--- src/rtl/lcd_fill_rect.sv ---
// lcd_fill_rect
// Rectangle-fill engine for the ST7735 display path. A start pulse latches a
// rectangle and a colour. The engine then sends CASET/RASET with the window
// bounds and RAMWR, and streams width*height RGB565 pixels as hi/lo data bytes.
// Each byte is handed to the SPI writer with a one-cycle en_write pulse. The
// engine waits for wr_done before it moves to the next byte.
//
// Ports:
//   sys_clk   - system clock, rising edge
//   sys_rst   - synchronous active-high reset
//   start     - one-cycle request, honoured only while idle
//   x0, y0    - top-left corner (latched on accept)
//   width     - column count (latched on accept)
//   height    - row count (latched on accept)
//   color     - RGB565 fill colour (latched on accept)
//   wr_done   - writer has finished shifting the current byte
//   lcd_data  - {DC, byte}; DC=0 command, DC=1 data
//   en_write  - one-cycle pulse: transmit lcd_data
//   busy      - request in progress
//   done      - one-cycle completion pulse
module lcd_fill_rect #(
  parameter int X_OFFSET = 0,
  parameter int Y_OFFSET = 0
) (
  input  logic        sys_clk,
  input  logic        sys_rst,
  input  logic        start,
  input  logic [7:0]  x0,
  input  logic [7:0]  y0,
  input  logic [7:0]  width,
  input  logic [7:0]  height,
  input  logic [15:0] color,
  input  logic        wr_done,
  output logic [8:0]  lcd_data,
  output logic        en_write,
  output logic        busy,
  output logic        done
);

  localparam logic [15:0] XOFF    = 16'(X_OFFSET);
  localparam logic [15:0] YOFF    = 16'(Y_OFFSET);
  // Byte index 11 marks the pixel phase; 0..10 are the header bytes.
  localparam logic [3:0]  PIX_IDX = 4'd11;

  typedef enum logic [1:0] {S_IDLE, S_ISSUE, S_WAIT, S_FINISH} state_t;

  state_t      state_q, state_d;
  logic [15:0] xs_q, xs_d, xe_q, xe_d, ys_q, ys_d, ye_q, ye_d;
  logic [15:0] color_q, color_d;
  logic [15:0] pix_cnt_q, pix_cnt_d;
  logic [3:0]  idx_q, idx_d;
  logic        phase_q, phase_d;
  logic [8:0]  lcd_data_q, lcd_data_d;
  logic        en_write_q, en_write_d;
  logic        busy_q, busy_d;
  logic        done_q, done_d;

  logic [3:0]  idx_nxt;
  logic [8:0]  seq_byte;

  // Byte that follows the header byte currently on the bus. Index 11 is
  // the first pixel's high byte.
  always_comb begin
    idx_nxt  = idx_q + 4'd1;
    seq_byte = {1'b1, color_q[15:8]};
    case (idx_nxt)
      4'd1:    seq_byte = {1'b1, xs_q[15:8]};
      4'd2:    seq_byte = {1'b1, xs_q[7:0]};
      4'd3:    seq_byte = {1'b1, xe_q[15:8]};
      4'd4:    seq_byte = {1'b1, xe_q[7:0]};
      4'd5:    seq_byte = {1'b0, 8'h2B};
      4'd6:    seq_byte = {1'b1, ys_q[15:8]};
      4'd7:    seq_byte = {1'b1, ys_q[7:0]};
      4'd8:    seq_byte = {1'b1, ye_q[15:8]};
      4'd9:    seq_byte = {1'b1, ye_q[7:0]};
      4'd10:   seq_byte = {1'b0, 8'h2C};
      default: seq_byte = {1'b1, color_q[15:8]};
    endcase
  end

  always_comb begin
    state_d    = state_q;
    xs_d       = xs_q;
    xe_d       = xe_q;
    ys_d       = ys_q;
    ye_d       = ye_q;
    color_d    = color_q;
    pix_cnt_d  = pix_cnt_q;
    idx_d      = idx_q;
    phase_d    = phase_q;
    lcd_data_d = lcd_data_q;
    busy_d     = busy_q;
    en_write_d = 1'b0;
    done_d     = 1'b0;

    case (state_q)
      S_IDLE: begin
        if (start) begin
          xs_d      = {8'h00, x0} + XOFF;
          xe_d      = {8'h00, x0} + {8'h00, width} - 16'd1 + XOFF;
          ys_d      = {8'h00, y0} + YOFF;
          ye_d      = {8'h00, y0} + {8'h00, height} - 16'd1 + YOFF;
          color_d   = color;
          pix_cnt_d = {8'h00, width} * {8'h00, height};
          idx_d     = 4'd0;
          phase_d   = 1'b0;
          if (width == 8'd0 || height == 8'd0) begin
            // An empty rectangle sends no bytes. busy never rises.
            state_d = S_FINISH;
            done_d  = 1'b1;
          end else begin
            state_d    = S_ISSUE;
            en_write_d = 1'b1;
            busy_d     = 1'b1;
            lcd_data_d = {1'b0, 8'h2A};
          end
        end
      end
      S_ISSUE: state_d = S_WAIT;
      S_WAIT: begin
        if (wr_done) begin
          if (idx_q != PIX_IDX) begin
            idx_d      = idx_nxt;
            lcd_data_d = seq_byte;
            state_d    = S_ISSUE;
            en_write_d = 1'b1;
          end else if (!phase_q) begin
            phase_d    = 1'b1;
            lcd_data_d = {1'b1, color_q[7:0]};
            state_d    = S_ISSUE;
            en_write_d = 1'b1;
          end else if (pix_cnt_q == 16'd1) begin
            // The low byte of the last pixel has been sent.
            pix_cnt_d = 16'd0;
            phase_d   = 1'b0;
            state_d   = S_FINISH;
            done_d    = 1'b1;
            busy_d    = 1'b0;
          end else begin
            pix_cnt_d  = pix_cnt_q - 16'd1;
            phase_d    = 1'b0;
            lcd_data_d = {1'b1, color_q[15:8]};
            state_d    = S_ISSUE;
            en_write_d = 1'b1;
          end
        end
      end
      S_FINISH: state_d = S_IDLE;
      default:  state_d = S_IDLE;
    endcase
  end

  always_ff @(posedge sys_clk) begin
    if (sys_rst) begin
      state_q    <= S_IDLE;
      xs_q       <= 16'd0;
      xe_q       <= 16'd0;
      ys_q       <= 16'd0;
      ye_q       <= 16'd0;
      color_q    <= 16'd0;
      pix_cnt_q  <= 16'd0;
      idx_q      <= 4'd0;
      phase_q    <= 1'b0;
      lcd_data_q <= 9'h000;
      en_write_q <= 1'b0;
      busy_q     <= 1'b0;
      done_q     <= 1'b0;
    end else begin
      state_q    <= state_d;
      xs_q       <= xs_d;
      xe_q       <= xe_d;
      ys_q       <= ys_d;
      ye_q       <= ye_d;
      color_q    <= color_d;
      pix_cnt_q  <= pix_cnt_d;
      idx_q      <= idx_d;
      phase_q    <= phase_d;
      lcd_data_q <= lcd_data_d;
      en_write_q <= en_write_d;
      busy_q     <= busy_d;
      done_q     <= done_d;
    end
  end

  assign lcd_data = lcd_data_q;
  assign en_write = en_write_q;
  assign busy     = busy_q;
  assign done     = done_q;

endmodule

--- config.mk ---
export PLATFORM = sky130hd
export DESIGN_NAME = lcd_fill_rect
export DESIGN_NICKNAME = d
export VERILOG_FILES = /design/src/rtl/lcd_fill_rect.sv
export SDC_FILE = /design/constraint.sdc
export NUM_CORES = 1
export LEC_CHECK = 0
export CAP_MARGIN = 20
export CORE_AREA = 2 2 114 116
export DETAILED_ROUTE_END_ITERATION = 8
export DIE_AREA = 0 0 116 118
export PLACE_DENSITY = 0.79
export SLEW_MARGIN = 20
export SYNTH_ARGS = -nofsm -noshare
export SYNTH_HDL_FRONTEND = slang
export SYNTH_SLANG_ARGS = --single-unit
--- constraint.sdc ---
create_clock -name sys_clk -period 5.9 [get_ports sys_clk]
set_clock_uncertainty 0.05 [all_clocks]
set_input_delay 0.59 -clock sys_clk [delete_from_list [all_inputs] [get_ports sys_clk]]
set_output_delay 0.59 -clock sys_clk [all_outputs]
set_load 0.005 [all_outputs]
==> flow_summary_export.csv <==
group,metric,value,unit
status,run_status,"finished clean",
timing,finalWorstSetupSlack,0.794,ns
synth,avgSynthCellArea,7.64,um2
synth,synth_edf_count,0,
power,powerDensity,283,nW/um2
placement,portBuffers,63,
final_layout,syn_to_final_growth,13.4,%
grt,grt_overflow,0,
clock_tree,cts_sinks,87,
setup_path,path_max_fanout,8,
grt,grt_pass1_vias,6239,
grt,grt_usage,0.275,
clock_tree,clockBufferDepth,2,
placement,gp_congestion,0.956,
clock_tree,post-cts-setup-buffers,0,
timing,period_share,0.866,
floorplanning,rows,41,
setup_path,r2r_setup_slack,2.88,ns
setup_path,cp-end-kind,"flip-flop",
synth,ys.warnings.count,0,
timing,tightest_slew,1.07,ns
routing,avgRoutedWirePerCell,15.4,um
timing,final.min_clock_period,5.11,ns
final_layout,final_common_cell,"nand2_1",
routing,vias,6794,
setup_path,critPathTopFamily,"adder cells",
timing,rsz0062_at_grt,"no",
synth,async_flop_share,0,
setup_path,cp.arrival,5.34,ns
clock_tree,cts_max_level,3,
grt,grt_max_degree,60,
clock_tree,cts_tree,"done",
setup_path,crit_buf_inv,4,
setup_path,slowest_stage,"fa_1",
floorplanning,start_util,0.595,
power,p_leak,0.00361,uW
routing,drc,0,
floorplanning,dieArea,13700,um2
synth,synth_top_area_frac,0.236,
synth,synth_top_cell_by_area,"dfxtp_1",
synth,synthFlopType,"dfxtp_1",
clock_tree,numCtsBuffers,9,
power,power,2370,uW
final_layout,nets,1164,
floorplanning,coreArea,12400,um2
floorplanning,io_pins,64,
synth,synth_seq_cells,87,
routing,drtIter0Drc,575,
placement,pre_cts_ws,0.503,ns
setup_path,crit_chain,"clkdlybuf4s50_1 -> clkinv_1 -> nor2_1 -> fa_1 -> fa_1 -> fa_1 -> inv_1 -> fa_1 -> inv_1 -> ha_1 -> a2111oi_0 -> o21ai_0 -> a41oi_1 -> xnor2_1 -> nand2_1 -> a21oi_1",
placement,placed_cells,1162,
floorplanning,die_h,118,um
clock_tree,clk_latency,0.35,ns
clock_tree,cts_hold_buf,0,
timing,tns,0,ns
setup_path,crit_path_max_incr_delay,0.55,ns
setup_path,worstSetupPathType,"in -> reg",
setup_path,cp-start-kind,"input port",
timing,fmax,0.196,GHz
synth,synth_area_leaders,"dfxtp_1 24%, ha_1 12%, fa_1 10%, nand2_1 6.6%, inv_1 5.9%",
final_layout,final_cells,1178,
final_layout,diodes,0,
grt,grt_pass1_wl,30.2,mm
timing,setup_viol,0,
routing,vias_per_cell,5.77,
setup_path,worst_path_most_repeated_cell,"fa_1",
placement,dp_hpwl,13.6,mm
power,peakVddDrop,0.134,mV
final_layout,drive_above_1_share,0.0417,
synth,synthCells,966,
floorplanning,die_x,116,um
synth,syn_nets,1129,
timing,slew_headroom,0.290,
setup_path,cp.required,6.13,ns
timing,hold_viol_final,0,
synth,yosysSeqAreaShare,0.236,
timing,slew_viol_final,0,
clock_tree,clk_pin_slew_worst_paths,0.07,ns
worst_hold_path,hp-class,"reg -> reg",
grt,antenna_found_initial,0,
final_layout,final_cell_mix,"129 x nand2_1, 116 x inv_1, 112 x nor2_1",
routing,wirelength,18.1,mm
routing,ant_nets,0,
synth,yosysUniqueCellTypes,76,
synth,netlist_area,7380,um2
routing,firstDrtPassIters,5,
clock_tree,root_buffer,"clkbuf_16",
run,cap_violations,0,
clock_tree,cts_resized,0,
final_layout,fin_util,0.675,
Yosys cell counts (3+ instances only):
master    number
o32ai_1        3
nand2b_1      15
a31oi_1       11
clkbuf_1      31
o21a_1         4
nand3_1       14
a22oi_1       15
buf_1          3
ha_1          73
nand3b_1       7
xor2_1         6
a21oi_1       84
a211oi_2       3
mux2i_1        4
xnor2_1       12
and2_1         5
fa_1          38
or3_1          5
nor4_1         5
and3_1         3
nand2_1      130
nor3_1        20
nand4_1        4
or4_1          5
buf_2          6
o211ai_1       7
nor2_1       112
o21ai_0       37
dfxtp_1       87
a222oi_1       3
a22o_1         3
inv_1        116
clkinv_1       9
a21o_1        10
o22ai_1        6
a221oi_1       3
a211oi_1       8
nor2b_1        8
worst register-to-register path, stage by stage (launching register included):
cell and delay (ns):
dfxtp_1 0.49, ha_1 0.56, and3b_1 0.45, a21oi_1 0.12
nor2_1 0.12, buf_4 0.29, nand2b_1 0.21, or4_1 0.51
a31oi_1 0.16
per-layer routing:
metal  GRT usage  up-vias  routed length [um]
met2       0.430      207                8390
met5           0        -                   0
met1       0.398     3208                8480
met4      0.0647        0                 269
met3      0.0417       20                 994
li1            -     3359                   -
path summary, 6_finish.rpt:
check / from / cells past startpoint / to
setup / recovery: width[3] / 16 / pix_cnt_q[12]$_SDFFE_PP0P_
hold / removal: lcd_data[1]$_SDFFE_PP0P_ / 2 / lcd_data[1]$_SDFFE_PP0P_
setup reg to reg: idx_q[0]$_SDFFE_PP0P_ / 8 / pix_cnt_q[13]$_SDFFE_PP0P_
hold reg to reg: lcd_data[1]$_SDFFE_PP0P_ / 2 / lcd_data[1]$_SDFFE_PP0P_
area by class of cell:
type / count / area, um2
clock buffers: 9 / 225
multi-input cells: 711 / 5000
inverters: 125 / 469
fillers: 1118 / 4040
well taps: 172 / 215
repair buffers: 67 / 656
flip-flops and latches: 87 / 1740
clock inverters: 7 / 72.6
registers in the layout (all words and copies together), names as in the netlist:
signal	count
color_q	16
pix_cnt_q	16
xe_q	10
ye_q	10
lcd_data	9
xs_q	8
ys_q	8
idx_q	4
state_q	2
busy	1
done	1
en_write	1
phase_q	1
stage by stage:
stage / hold WS [ns] / instance area, um2
after global placement: 0.387 / 8080
after detailed placement: 0.395 / 8080
after floorplan: 0.382 / 7380
after global routing: 0.431 / 8380
after CTS: 0.406 / 8380
final: 0.400 / 8380
logic make-up after synthesis:
kind of cell | Yosys count | share of synthesized area
buffers and inverters | 168 | 0.0881
muxes | 5 | 0.00695
AOI/OAI and AO/OA | 231 | 0.207
DFF | 87 | 0.236
and+or+nand+nor | 346 | 0.214
xor gates and xnor gates | 18 | 0.0213
adders and majority gates | 111 | 0.227
power by group:
group,total (uW),internal [uW],switching [uW],leakage (uW)
Clock,571,299,273,0.000143
Sequential,722,659,63.2,0.000714
Combinational,1080,462,615,0.00275
Total,2370,1420,951,0.00361
Note: power is estimated with default switching activity, not from simulation.
